### config.mk
export PLATFORM = sky130hd
export DESIGN_NAME = hazard_ctrl
export DESIGN_NICKNAME = d
export VERILOG_FILES = /design/src/rtl/hazard_ctrl_pkg.sv /design/src/rtl/hazard_ctrl_md_busy_cnt.sv /design/src/rtl/hazard_ctrl.sv
export SDC_FILE = /design/constraint.sdc
export NUM_CORES = 1
export LEC_CHECK = 0
export CORE_MARGIN = 1
export CORE_UTILIZATION = 39
export CTS_CLUSTER_DIAMETER = 60
export DETAILED_ROUTE_END_ITERATION = 8
export PLACE_DENSITY_LB_ADDON = 0.25
export SYNTH_ARGS = -nofsm -noshare
export SYNTH_HDL_FRONTEND = slang
export SYNTH_SLANG_ARGS = --single-unit
export TNS_END_PERCENT = 100
### constraint.sdc
create_clock -name clk -period 2.73 [get_ports clk]
set_input_delay 0.546 -clock clk [delete_from_list [all_inputs] [get_ports clk]]
set_output_delay 0.546 -clock clk [all_outputs]
set_load 0.02 [all_outputs]
### src/rtl/hazard_ctrl_pkg.sv
`default_nettype none
// ============================================================================
//  Module   : hazard_ctrl_pkg
//  Purpose  : Shared encodings for the pipeline hazard controller:
//             forward-select codes, mult/div op classes, Tuse sentinel
//             and a saturating Tnew decrement helper.
//  Revision : 1.0 - initial release
// ============================================================================
package hazard_ctrl_pkg;

    // Forward-select encodings shared by D- and E-stage bypass muxes
    localparam logic [1:0] FWD_RF = 2'd0;
    localparam logic [1:0] FWD_M  = 2'd1;
    localparam logic [1:0] FWD_W  = 2'd2;
    localparam logic [1:0] FWD_E  = 2'd3;

    // Tuse value meaning "this source register is not read"
    localparam logic [1:0] TUSE_NONE = 2'd3;

    // Mult/div unit interaction class of a D-stage instruction
    typedef enum logic [1:0] {
        MD_NONE = 2'b00,
        MD_MULT = 2'b01,
        MD_DIV  = 2'b10,
        MD_HILO = 2'b11
    } md_op_e;

    // Result latency shrinks by one per stage advance, never below zero
    function automatic logic [1:0] sat_dec(input logic [1:0] t);
        return (t == 2'd0) ? 2'd0 : t - 2'd1;
    endfunction

endpackage
`default_nettype wire

### src/rtl/hazard_ctrl_md_busy_cnt.sv
`default_nettype none
// ============================================================================
//  Module   : md_busy_cnt
//  Purpose  : Mult/div busy counter. Loads the unit latency when a mult or
//             div enters E, then counts down to zero; busy while nonzero.
//  Revision : 1.0 - initial release
// ============================================================================
module md_busy_cnt #(
    parameter int MULT_CYC = 5,
    parameter int DIV_CYC  = 10,
    parameter int CNT_W    = 4
) (
    input  logic clk,
    input  logic reset,
    input  logic load_mult,
    input  logic load_div,
    output logic busy
);

    localparam logic [CNT_W-1:0] c_mult_load = CNT_W'(MULT_CYC);
    localparam logic [CNT_W-1:0] c_div_load  = CNT_W'(DIV_CYC);

    logic [CNT_W-1:0] cnt_q;
    logic [CNT_W-1:0] cnt_d;

    // Next count: a new op reloads, otherwise count down towards idle
    always_comb begin
        cnt_d = cnt_q;
        if (load_div) begin
            cnt_d = c_div_load;
        end else if (load_mult) begin
            cnt_d = c_mult_load;
        end else if (cnt_q != '0) begin
            cnt_d = cnt_q - 1'b1;
        end
    end

    // Counter register, cleared by reset even mid-operation
    always_ff @(posedge clk) begin
        if (reset) begin
            cnt_q <= '0;
        end else begin
            cnt_q <= cnt_d;
        end
    end

    assign busy = (cnt_q != '0);

endmodule
`default_nettype wire

### src/rtl/hazard_ctrl.sv
`default_nettype none
// ============================================================================
//  Module   : hazard_ctrl
//  Purpose  : Central hazard controller for the 5-stage MIPS pipeline.
//             Tracks destination/Tnew of the E, M and W instructions, compares
//             them with D-stage sources and Tuse, and produces the D stall,
//             E bubble and D/E forward selects. Stalls HI/LO users while the
//             mult/div unit is busy.
//  Revision : 1.0 - initial release
// ============================================================================
module hazard_ctrl
    import hazard_ctrl_pkg::*;
#(
    parameter int MULT_CYC = 5,
    parameter int DIV_CYC  = 10,
    parameter int CNT_W    = 4
) (
    input  logic       clk,
    input  logic       reset,
    input  logic [4:0] rs_D,
    input  logic [4:0] rt_D,
    input  logic [1:0] tuse_rs_D,
    input  logic [1:0] tuse_rt_D,
    input  logic [4:0] a3_D,
    input  logic [1:0] tnew_D,
    input  logic [1:0] md_op_D,
    output logic       stall,
    output logic       flush_E,
    output logic [1:0] fwd_rs_D,
    output logic [1:0] fwd_rt_D,
    output logic [1:0] fwd_rs_E,
    output logic [1:0] fwd_rt_E,
    output logic       md_busy
);

    // ------------------------------------------------------------------
    // Stage tracking state
    // ------------------------------------------------------------------
    logic [4:0] e_a3_q,   e_a3_d;
    logic [1:0] e_tnew_q, e_tnew_d;
    logic [4:0] e_rs_q,   e_rs_d;
    logic [4:0] e_rt_q,   e_rt_d;
    logic [4:0] m_a3_q,   m_a3_d;
    logic [1:0] m_tnew_q, m_tnew_d;
    logic [4:0] w_a3_q,   w_a3_d;

    logic w_data_stall;
    logic w_md_stall;
    logic w_load_mult;
    logic w_load_div;

    // Source s in D must wait if a producer in E or M cannot deliver in time
    function automatic logic src_stall(
        input logic [4:0] s,
        input logic [1:0] tuse,
        input logic [4:0] ea3,
        input logic [1:0] etnew,
        input logic [4:0] ma3,
        input logic [1:0] mtnew
    );
        if (tuse == TUSE_NONE || s == 5'd0) begin
            return 1'b0;
        end
        return ((ea3 == s) && (etnew > tuse)) || ((ma3 == s) && (mtnew > tuse));
    endfunction

    // Nearest producer wins; a not-yet-ready nearest producer masks older ones
    function automatic logic [1:0] d_fwd(
        input logic [4:0] s,
        input logic [4:0] ea3,
        input logic [1:0] etnew,
        input logic [4:0] ma3,
        input logic [1:0] mtnew,
        input logic [4:0] wa3
    );
        if (s == 5'd0) begin
            return FWD_RF;
        end
        if (ea3 == s) begin
            return (etnew == 2'd0) ? FWD_E : FWD_RF;
        end
        if (ma3 == s) begin
            return (mtnew == 2'd0) ? FWD_M : FWD_RF;
        end
        if (wa3 == s) begin
            return FWD_W;
        end
        return FWD_RF;
    endfunction

    // E-stage bypass: M has priority over W
    function automatic logic [1:0] e_fwd(
        input logic [4:0] s,
        input logic [4:0] ma3,
        input logic [1:0] mtnew,
        input logic [4:0] wa3
    );
        if (s == 5'd0) begin
            return FWD_RF;
        end
        if (ma3 == s) begin
            return (mtnew == 2'd0) ? FWD_M : FWD_RF;
        end
        if (wa3 == s) begin
            return FWD_W;
        end
        return FWD_RF;
    endfunction

    // Stall decision and forward selects, purely combinational
    always_comb begin
        w_data_stall = src_stall(rs_D, tuse_rs_D, e_a3_q, e_tnew_q, m_a3_q, m_tnew_q)
                     | src_stall(rt_D, tuse_rt_D, e_a3_q, e_tnew_q, m_a3_q, m_tnew_q);
        w_md_stall   = (md_op_D != MD_NONE) && md_busy;
        stall        = w_data_stall | w_md_stall;
        flush_E      = stall;
        fwd_rs_D     = d_fwd(rs_D, e_a3_q, e_tnew_q, m_a3_q, m_tnew_q, w_a3_q);
        fwd_rt_D     = d_fwd(rt_D, e_a3_q, e_tnew_q, m_a3_q, m_tnew_q, w_a3_q);
        fwd_rs_E     = e_fwd(e_rs_q, m_a3_q, m_tnew_q, w_a3_q);
        fwd_rt_E     = e_fwd(e_rt_q, m_a3_q, m_tnew_q, w_a3_q);
        w_load_mult  = !stall && (md_op_D == MD_MULT);
        w_load_div   = !stall && (md_op_D == MD_DIV);
    end

    // Next stage contents: E takes D or a bubble, M and W simply shift
    always_comb begin
        e_a3_d   = 5'd0;
        e_tnew_d = 2'd0;
        e_rs_d   = 5'd0;
        e_rt_d   = 5'd0;
        if (!stall) begin
            e_a3_d   = a3_D;
            e_tnew_d = tnew_D;
            e_rs_d   = (tuse_rs_D == TUSE_NONE) ? 5'd0 : rs_D;
            e_rt_d   = (tuse_rt_D == TUSE_NONE) ? 5'd0 : rt_D;
        end
        m_a3_d   = e_a3_q;
        m_tnew_d = sat_dec(e_tnew_q);
        w_a3_d   = m_a3_q;
    end

    // Stage registers
    always_ff @(posedge clk) begin
        if (reset) begin
            e_a3_q   <= 5'd0;
            e_tnew_q <= 2'd0;
            e_rs_q   <= 5'd0;
            e_rt_q   <= 5'd0;
            m_a3_q   <= 5'd0;
            m_tnew_q <= 2'd0;
            w_a3_q   <= 5'd0;
        end else begin
            e_a3_q   <= e_a3_d;
            e_tnew_q <= e_tnew_d;
            e_rs_q   <= e_rs_d;
            e_rt_q   <= e_rt_d;
            m_a3_q   <= m_a3_d;
            m_tnew_q <= m_tnew_d;
            w_a3_q   <= w_a3_d;
        end
    end

    md_busy_cnt #(
        .MULT_CYC (MULT_CYC),
        .DIV_CYC  (DIV_CYC),
        .CNT_W    (CNT_W)
    ) u_md_busy_cnt (
        .clk       (clk),
        .reset     (reset),
        .load_mult (w_load_mult),
        .load_div  (w_load_div),
        .busy      (md_busy)
    );

endmodule
`default_nettype wire

# == Word level (Yosys, flattened, before mapping) ==
# Index checks and enable logic that the tools add are counted.
# classes
n_bitwise,2
n_mul,0
eq_ne,14
div_mod_pow,0
n_reduce_logical,27
order_cmp,4
muxes,71
n_addsub,2
shift,0
# op_table
cell,count
two-way mux 2 bit,29
== test 5 bit,10
two-way mux 1 bit,39
logical NOT 5 bit,4
two-way mux 4 bit,3
greater-than comparator 2 bit,4
logical AND 1 bit,7
"== test 2 bit, second input constant",3
OR reduction 2 bit,3
OR reduction 3 bit,2
logical NOT 2 bit,2
logical OR 1 bit,4
nonzero test 2 bit,2
nonzero test 4 bit,1
"subtractor 4 x 1 -> 4 bit, second input constant",1
nonzero test 3 bit,1
"== test 2 x 1 -> 1 bit, second input constant",1
OR 1 bit,2
"subtractor 2 x 1 -> 2 bit, second input constant",1
logical NOT 1 bit,1
# word_totals
mem_bits_rw,0
memories,0
output_inout_bits,11
word_cells,129
mem_bits_ro,0
input_bits,25
register_bits,33
latch_bits,0

# == Logic depth before layout (Yosys ltp) ==
# Gate-level depths: netlist of run 1.
# logic_depth
word_depth,12
mapped_depth,9
mapped_depth_nobuf,8

# == By module ==
# A second synthesis of run 1 with hierarchy kept.
# unflattened
hier_cells,260
area_unflattened_um2,2179.6
# by_module_without_submodules
module,n_inst,cells_per_inst,seq_area_each_um2,area_each_um2
hazard_ctrl,1,234,580.6,1956.9
md_busy_cnt,1,26,80.1,222.7

# == Worst setup path after synthesis of run 1 ==
# No wires, ideal clock.
# synth_timing
path_kind,input-to-output
from,in rs_D[3]
to,out stall
arrival_time_ps,2185
t_required_ps,2184
path_slack_ps,-1
n_path_buf,1
stages,7
cell_sequence,or4_1 > nor2_2 > a2111oi_1 > a22oi_2 > and2_2 > nand2_1 > buf_4
# synth_via
elab_chain_cells,6
word_cells_on_any_way,11
cone_classes,eq/ne: 2; mux: 2; bitwise: 2; reduce/logical: 5
# synth_rtl
element,line_no,text
"start, declared",hazard_ctrl.sv:20,"input logic [4:0] rs_D,"
== test 5 bit or logical NOT 5 bit (tied branches),"hazard_ctrl.sv:64, hazard_ctrl.sv:61",
logical AND 1 bit or logical OR 1 bit (tied branches),"hazard_ctrl.sv:64, hazard_ctrl.sv:61",
logical OR 1 bit or two-way mux 1 bit (tied branches),"hazard_ctrl.sv:64, hazard_ctrl.sv:61",
two-way mux 1 bit (*),hazard_ctrl.sv:64,return ((ea3 == s) && (etnew > tuse)) || ((ma3 == s) && (mtnew > tuse));
OR 1 bit (*),hazard_ctrl.sv:113,"| src_stall(rt_D, tuse_rt_D, e_a3_q, e_tnew_q, m_a3_q, m_tnew_q);"
OR 1 bit (*),hazard_ctrl.sv:115,stall = w_data_stall | w_md_stall;
"end, declared",hazard_ctrl.sv:27,"output logic stall,"
# Every way passes the cells marked *; elsewhere a longest branch is shown, timed or not.

# == Worst setup path after layout of run 1 ==
# layout_timing
from,in rs_D[4]
to,out stall
# The elaborated chain is that of the path after synthesis.

==> results of run 1 <==
==> state kept, by name, summed over array words and instances, names as in the netlist <==
name	flops
e_tnew_q	2
m_tnew_q	2
e_a3_q	5
e_rs_q	5
u_md_busy_cnt.cnt_q	4
w_a3_q	5
m_a3_q	5
e_rt_q	5
==> final cells by class <==
cell class / count / share of cell area
Multi-Input combinational cell: 167 / 0.490
Sequential cell: 33 / 0.218
Timing Repair Buffer: 73 / 0.205
Clock buffer: 7 / 0.0318
Tap cell: 70 / 0.0289
Inverter: 20 / 0.0248
Clock inverter: 1 / 0.00165
==> power by group through the flow <==
stage	logic (mW)	registers [mW]	clock network, mW
after global placement	0.909	0.672	0
after CTS	1.01	0.667	0.405
final	1.02	0.668	0.399
after detailed placement	0.928	0.671	0
after global routing	1.13	0.679	0.430
after floorplan	0.603	0.635	0
==> cell usage in the layout, fill, tap and decap left out, types with 5 or more instances in the layout <==
master,count
clkbuf_2,5
nand3_1,7
nor2b_1,11
dfxtp_1,32
clkdlybuf4s50_1,11
a21oi_1,6
dlygate4sd2_1,5
ha_1,8
inv_1,19
xor2_1,23
nor3_1,7
buf_4,39
nor2_1,15
a21oi_2,5
xnor2_1,25
clkbuf_8,7
nor3b_1,7
==> tightest hold or removal path, cell delays in order, from the launching register on <==
cell and delay [ps]:
dfxtp_1 330, buf_4 100, nor3_1 30
==> through the flow <==
stage | util | total power, mW | setup slack, ps
global route | 0.594 | 2.24 | -26.3
detailed placement | 0.537 | 1.60 | -899
floorplan | - | 1.24 | 11.3
global placement | 0.537 | 1.58 | -884
finish | 0.594 | 2.09 | 36.4
CTS | 0.585 | 2.08 | 5.18
==> path summary, 6_finish.rpt <==
check,start,end,cells after the start,slack (ps)
max,rs_D[4],stall,9,40
min,e_tnew_q[0]$_SDFF_PP0_,m_tnew_q[0]$_SDFF_PP0_,2,510
max reg2reg,e_tnew_q[0]$_SDFF_PP0_,u_md_busy_cnt.cnt_q[1]$_SDFFE_PP0P_,7,590
min reg2reg,e_tnew_q[0]$_SDFF_PP0_,m_tnew_q[0]$_SDFF_PP0_,2,510
==> per-layer routing <==
layer | track usage | up-vias | routed length, um
met5 | 0 | - | 0
met4 | 0.0839 | 0 | 154
met3 | 0.0482 | 11 | 121
met2 | 0.392 | 31 | 2770
met1 | 0.250 | 833 | 2380
li1 | - | 921 | -
==> timing repair <==
item / 4_1_cts / 5_1_grt
pin swaps: 13 / 12
hold endpoints to repair: 0 / 0
resized for setup: 91 / 22
buffers inserted: 2 / 1
endpoints found under the setup margin: 6 / 10
hold buffers: 0 / 0
==> logic make-up after synthesis <==
kind of cell | after synthesis
xor+xnor | 51
compound gates | 24
buf+inv | 33
flops | 33
fa+ha+maj | 11
simple gates | 81
==> metrics.md, run 1 <==
| Metric | Value |
|---|---|
| Crit path capture type | primary output |
| Drt total wl | 5420 um |
| Total track usage | 0.218 |
| IO Pins | 36 |
| Multiplexer share of the synthesized area | 0 |
| Comb pwr share | 0.489 |
| Arr. time, crit path | 2150 ps |
| Cell Count, Final, Fillers Out | 371 |
| Synthesized area | 2070 sq um |
| Seq/Total Area, Yosys | 0.320 |
| Post-Synth XOR/XNOR Area | 0.216 |
| Max Clock Freq | 371 MHz |
| Worst path cell trace | buf_8, or4_4, nor2_4, buf_6, a2111oi_4, a22oi_2, and2_4, nand2_4, buf_6 |
| Post-Layout Inst Area | 3030 sq um |
| Post-synthesis simple-gate area fraction | 0.245 |
| ANT nets after route | 0 |
| Hold_ws | 506 ps |
| Gpl congestion | 0.892 |
| Initial core utilization | 0.405 |
| YS warnings | 0 |
| EDFF count, synth | 0 |
| Global-route wire length before repair | 8770 um |
| Vias in the first global route | 1769 |
| Worst skew pair latency | 280 ps |
| Main combinational cell family by area after synthesis | simple AND/OR/NAND/NOR gates |
| Complex-gate fraction of the synthesized area | 0.0872 |
| Max_slew headroom | 0.705 |
| Avg Cell Area, Syn | 8.87 sq um |
| Worst-path clk slew | 60 ps |
| Dominant cells by area after synthesis | dfxtp_1 (32%), xor2_1 (11%), xnor2_1 (11%) |
| Worst Skew | 5.08 ps |
| Drt initial violations | 55 |
| Total grt overflow | 0 |
| Clock power share | 0.191 |
| CP max-delay cell | or4_4 |
| P&R area growth vs syn | 46.7% |
| Nets | 336 |
| CTS Buf Count | 5 |
| Worst-Margin Slew | 438 ps |
| CTS tree | done |
| DR WL/cell | 14.6 um |
| Internal power | 1.31 mW |
| Primary FF master, synth | dfxtp_1 |
| Switch Pwr | 777 uW |
| Run status | finished clean |
| Power per Cell Area | 688 nW/um^2 |
| Max Slew Vio Count | 0 |
| Share of synthesized flip-flops with an asynchronous set or reset | 0 |
| Sw frac | 0.372 |
| Most instantiated cells after synthesis | dfxtp_1 (33), xor2_1 (26), xnor2_1 (25), inv_1 (20), nor2_1 (15) |
| Final setup fails | 0 |
| Synth area leader | dfxtp_1 |
| Final Cycle Share | 0.987 |
| Hold Crit Class | flip-flop to flip-flop |
| Yosys reg bits | 33 |
| Leak pwr | 1.35 nW |
| Die height | 74.8 um |
| WP buf/inv | 3 |
| Area after DPL | 2740 sq um |
| CTS root buf | clkbuf_8 |
| Worst Path Required | 2180 ps |
| Critical Path Start Type | input pin |
| Yosys cell types | 37 |
| Share of layout cells above drive strength 1 | 0.326 |
| DR pass1 iterations | 4 |
| Half-perimeter wire length after placement | 4100 um |
| VDD IR-drop max | 0.000338 V |
| Number of instances in the placed design | 363 |
| Final Critical Period | 2690 ps |
| Area of the core | 5110 sq um |
| Crit path largest cell delay | 540 ps |
| # clock sinks | 33 |
| Buffers on Ports | 35 |
| Post-synthesis adder-cell area fraction | 0.0666 |
| Syn Inst Count | 233 |
| Register cell area after layout | 662 sq um |
| Die area | 5600 sq um |
| H-tree depth | 2 |
| Synth top area share | 0.320 |
| Post-Syn Nets | 269 |
| Multi-input logic area | 1490 sq um |
| Delay-heaviest family, CP | simple AND/OR/NAND/NOR gates |
| Via/cell ratio | 4.84 |
| RSZ-0062 raised after global routing | true |
| Initial antenna violation count | 0 |
| # Max-Cap Violations | 0 |
| Routed vias | 1796 |
| DRC | 0 |
| Hold Fails Final Rpt | 0 |
| Most common cell in the netlist | dfxtp_1 |
| CP dominant cell by count | buf_6 |
| Diodes inserted | 0 |
| Die width | 74.8 um |
| Crit-path max FO | 5 |
| # fillers | 445 |
| Pin count of the biggest net entering global routing | 18 |
| Crit Path Category | input pin to primary output |
| Clk buf depth | 2 |
| Setup TNS | 0 ps |
| # rows | 26 |
| Part of the power in registers | 0.320 |
(Power assumes the default switching activity.)
==> inputs of run 2 (changes only) <==
--- a/config.mk
+++ b/config.mk
@@ -5,11 +5,13 @@
 export SDC_FILE = /design/constraint.sdc
 export NUM_CORES = 1
 export LEC_CHECK = 0
+export ABC_AREA = 1
 export CORE_MARGIN = 1
 export CORE_UTILIZATION = 39
 export CTS_CLUSTER_DIAMETER = 60
 export DETAILED_ROUTE_END_ITERATION = 8
 export PLACE_DENSITY_LB_ADDON = 0.25
+export SLEW_MARGIN = 0
 export SYNTH_ARGS = -nofsm -noshare
 export SYNTH_HDL_FRONTEND = slang
 export SYNTH_SLANG_ARGS = --single-unit
==> constraint.sdc (replaced) <==
create_clock -name clk -period 2.4 [get_ports clk]
set_input_delay 0.48 -clock clk [delete_from_list [all_inputs] [get_ports clk]]
set_output_delay 0.48 -clock clk [all_outputs]
set_load 0.02 [all_outputs]
==> run 2 against run 1 <==
  * Count of clock-buffer cells in the layout shrank 2
  * Synthesized cell count grew 35%
  * Non-clock buffer count grew 7
  * Flip-flop and latch count is the same
  * Highest routed layer unchanged
==> metrics.md, run 2 <==
| Metric | Value |
|---|---|
| Share of layout cells above drive strength 1 | 0.251 (was 0.326) |
| # clock sinks | 33 (unchanged) |
| Nets | 430 (was 336) |
| Worst-path clk slew | 60 ps (about the same) |
| CP max-delay cell | dlygate4sd2_1 (was or4_4) |
| Pin count of the biggest net entering global routing | 11 (was 18) |
| CTS root buf | clkbuf_8 (unchanged) |
| Diodes inserted | 0 (unchanged) |
| Crit path capture type | primary output (unchanged) |
| Synth top area share | 0.308 (was 0.320) |
| Drt initial violations | 108 (was 55) |
| CTS Buf Count | 5 (unchanged) |
| Most instantiated cells after synthesis | nor2_1 (61), inv_1 (54), nand2_1 (54), dfxtp_1 (33), xnor2_1 (20) (was dfxtp_1 (33), xor2_1 (26), xnor2_1 (25), inv_1 (20), nor2_1 (15)) |
| Final WS setup | 47.2 ps (was 36.4 ps) |
| Hold_ws | 425 ps (was 506 ps) |
| Post-place setup slack | -603 ps (was -899 ps) |
| Max Clock Freq | 425 MHz |
| Seq/Total Area, Yosys | 0.308 (was 0.320) |
| Die height | 76.1 um (was 74.8 um) |
| Worst-Margin Slew | 482 ps (was 438 ps) |
| Setup TNS | 0 ps (unchanged) |
| Die area | 5800 sq um (was 5600 sq um) |
| Worst Skew | 11.1 ps (was 5.08 ps) |
| Max_slew headroom | 0.678 (was 0.705) |
| DR pass1 iterations | 4 (unchanged) |
| Total Power | 2.37 mW (was 2.09 mW) |
| Initial antenna violation count | 0 (unchanged) |
| Share of synthesized flip-flops with an asynchronous set or reset | 0 (unchanged) |
| Synthesized area | 2140 sq um (was 2070 sq um) |
| Worst path cell trace | dlygate4sd2_1, inv_2, ha_4, a21oi_1, nor2_1, nand4_1, nand2_1, nand2_2, nand3_4, buf_6, buf_6 (was buf_8, or4_4, nor2_4, buf_6, a2111oi_4, a22oi_2, and2_4, nand2_4, buf_6) |
| Clk buf depth | 2 (unchanged) |
| Gpl congestion | 0.916 (was 0.892) |
| Vias in the first global route | 2169 (was 1769) |
| Max Slew Vio Count | 0 (unchanged) |
| DRC | 0 (unchanged) |
| # fillers | 508 (was 445) |
| Multi-input logic area | 1360 sq um (was 1490 sq um) |
| Power per Cell Area | 770 nW/um^2 (was 688 nW/um^2) |
| WL met1 | 2610 um (was 2380 um) |
| Synth area leader | dfxtp_1 (unchanged) |
| Met3 wire length | 304 um (was 121 um) |
| IO Pins | 36 (unchanged) |
| Total track usage | 0.208 (was 0.218) |
| Final Cycle Share | 0.980 |
| ANT nets after route | 0 (unchanged) |
| Register cell area after layout | 667 sq um (was 662 sq um) |
| Hold Crit Class | flip-flop to flip-flop (unchanged) |
| Via/cell ratio | 4.62 (was 4.84) |
| Initial core utilization | 0.412 (was 0.405) |
| CTS tree | done (unchanged) |
| Crit path largest cell delay | 260 ps (was 540 ps) |
| CP dominant cell by count | buf_6 (unchanged) |
| Primary FF master, synth | dfxtp_1 (unchanged) |
| Final Critical Period | 2350 ps |
| Most common cell after layout, fill and taps aside | nor2_1 (was buf_4) |
| Buffers on Ports | 35 (unchanged) |
| Crit Path Category | input pin to primary output (unchanged) |
| Most common cell in the netlist | nor2_1 (was dfxtp_1) |
| DR WL/cell | 12.4 um (was 14.6 um) |
| Dominant cells by area after synthesis | dfxtp_1 (31%), nor2_1 (11%), inv_1 (9.5%) (was dfxtp_1 (32%), xor2_1 (11%), xnor2_1 (11%)) |
| Post-Syn Nets | 350 (was 269) |
| FF-to-FF setup slack | 390 ps (was 590 ps) |
| Worst skew pair latency | 290 ps (was 280 ps) |
| Post-Layout Inst Area | 3070 sq um (was 3030 sq um) |
| EDFF count, synth | 0 (unchanged) |
| Die width | 76.1 um (was 74.8 um) |
| VDD IR-drop max | 0.000464 V (was 0.000338 V) |
| Global-route wire length before repair | 9630 um (was 8770 um) |
| Routed vias | 2142 (was 1796) |
| Total grt overflow | 0 (unchanged) |
| Most frequent cells in the layout | nor2_1 (56), nand2_1 (54), inv_1 (52), buf_4 (44), dfxtp_1 (28) (was buf_4 (39), dfxtp_1 (32), xnor2_1 (25), xor2_1 (23), inv_1 (19)) |
| Yosys reg bits | 33 (unchanged) |
| Avg Cell Area, Syn | 6.83 sq um (was 8.87 sq um) |
| # Max-Cap Violations | 0 (unchanged) |
| Syn Inst Count | 314 (was 233) |
| Worst Path Required | 1920 ps (was 2180 ps) |
| Half-perimeter wire length after placement | 4470 um (was 4100 um) |
| Run status | finished clean (unchanged) |
| Crit-path max FO | 3 (was 5) |
| P&R area growth vs syn | 43.4% (was 46.7%) |
| Hold Fails Final Rpt | 0 (unchanged) |
| Leak pwr | 1.58 nW (was 1.35 nW) |
| Area of the core | 5200 sq um (was 5110 sq um) |
| Drt total wl | 5760 um (was 5420 um) |
| DR top layer | met4 (unchanged) |
| Routed met2 length | 2730 um (was 2770 um) |
| YS warnings | 0 (unchanged) |
| Final setup fails | 0 (unchanged) |
| Arr. time, crit path | 1870 ps (was 2150 ps) |
| Yosys cell types | 32 (was 37) |
| Critical Path Start Type | input pin (unchanged) |
| Area after DPL | 2860 sq um (was 2740 sq um) |
| H-tree depth | 2 (unchanged) |
| # rows | 26 (unchanged) |
[run 2: repair_timing]
item                       CTS  global route
hold buffers                 0             0
setup endpoints to repair   10             9
resized for setup           57            24
pin swaps                   15             7
buffers inserted             3             1
hold endpoints to repair     0             0
[run 2: routing by layer]
layer	vias up	global-route usage
li1	1119	-
met1	948	0.259
met2	59	0.359
met3	16	0.0419
met4	0	0.0635
met5	-	0
[run 2: kinds of logic after synthesis]
family | share of synthesized area
AOI/OAI and AO/OA | 0.0549
xor gates and xnor gates | 0.143
adders and majority gates | 0.0642
buffers and inverters | 0.114
DFF | 0.308
and+or+nand+nor | 0.316
[run 2: critical path: cells and delay by family]
family	cells	cell delay (ps)
AO/OA/AOI/OAI	1	140
adder cells (fa/ha/maj)	1	210
buffers and inverters	4	630
AND/OR/NAND/NOR	5	400
[run 2: final timing paths]
path | startpoint | to | depth (start not counted)
max | tuse_rt_D[1] | stall | 11
min | e_tnew_q[0]$_SDFF_PP0_ | m_tnew_q[0]$_SDFF_PP0_ | 1
max reg2reg | m_tnew_q[1]$_SDFF_PP0_ | e_rt_q[3]$_SDFF_PP0_ | 12
min reg2reg | e_tnew_q[0]$_SDFF_PP0_ | m_tnew_q[0]$_SDFF_PP0_ | 1
[run 2: report_power, final]
| group | switching, mW | internal [mW] | total (mW) |
|---|---|---|---|
| Sequential | 0.0993 | 0.645 | 0.745 |
| Combinational | 0.600 | 0.520 | 1.12 |
| Clock | 0.202 | 0.302 | 0.503 |
| Total | 0.901 | 1.47 | 2.37 |
[run 2: metrics by stage]
step | util | std cells
final | 0.591 | 464
after global routing | 0.591 | 464
after CTS | 0.583 | 463
after detailed placement | 0.549 | 453
after global placement | 0.549 | 453
after floorplan | - | 314
[run 2: cell type report]
cell class / count / area share
multi-input combinational: 218 / 0.442
inverter: 56 / 0.0684
tap: 70 / 0.0285
timing repair buffer: 80 / 0.210
clock inverter: 2 / 0.0114
sequential: 33 / 0.217
clock buffer: 5 / 0.0224
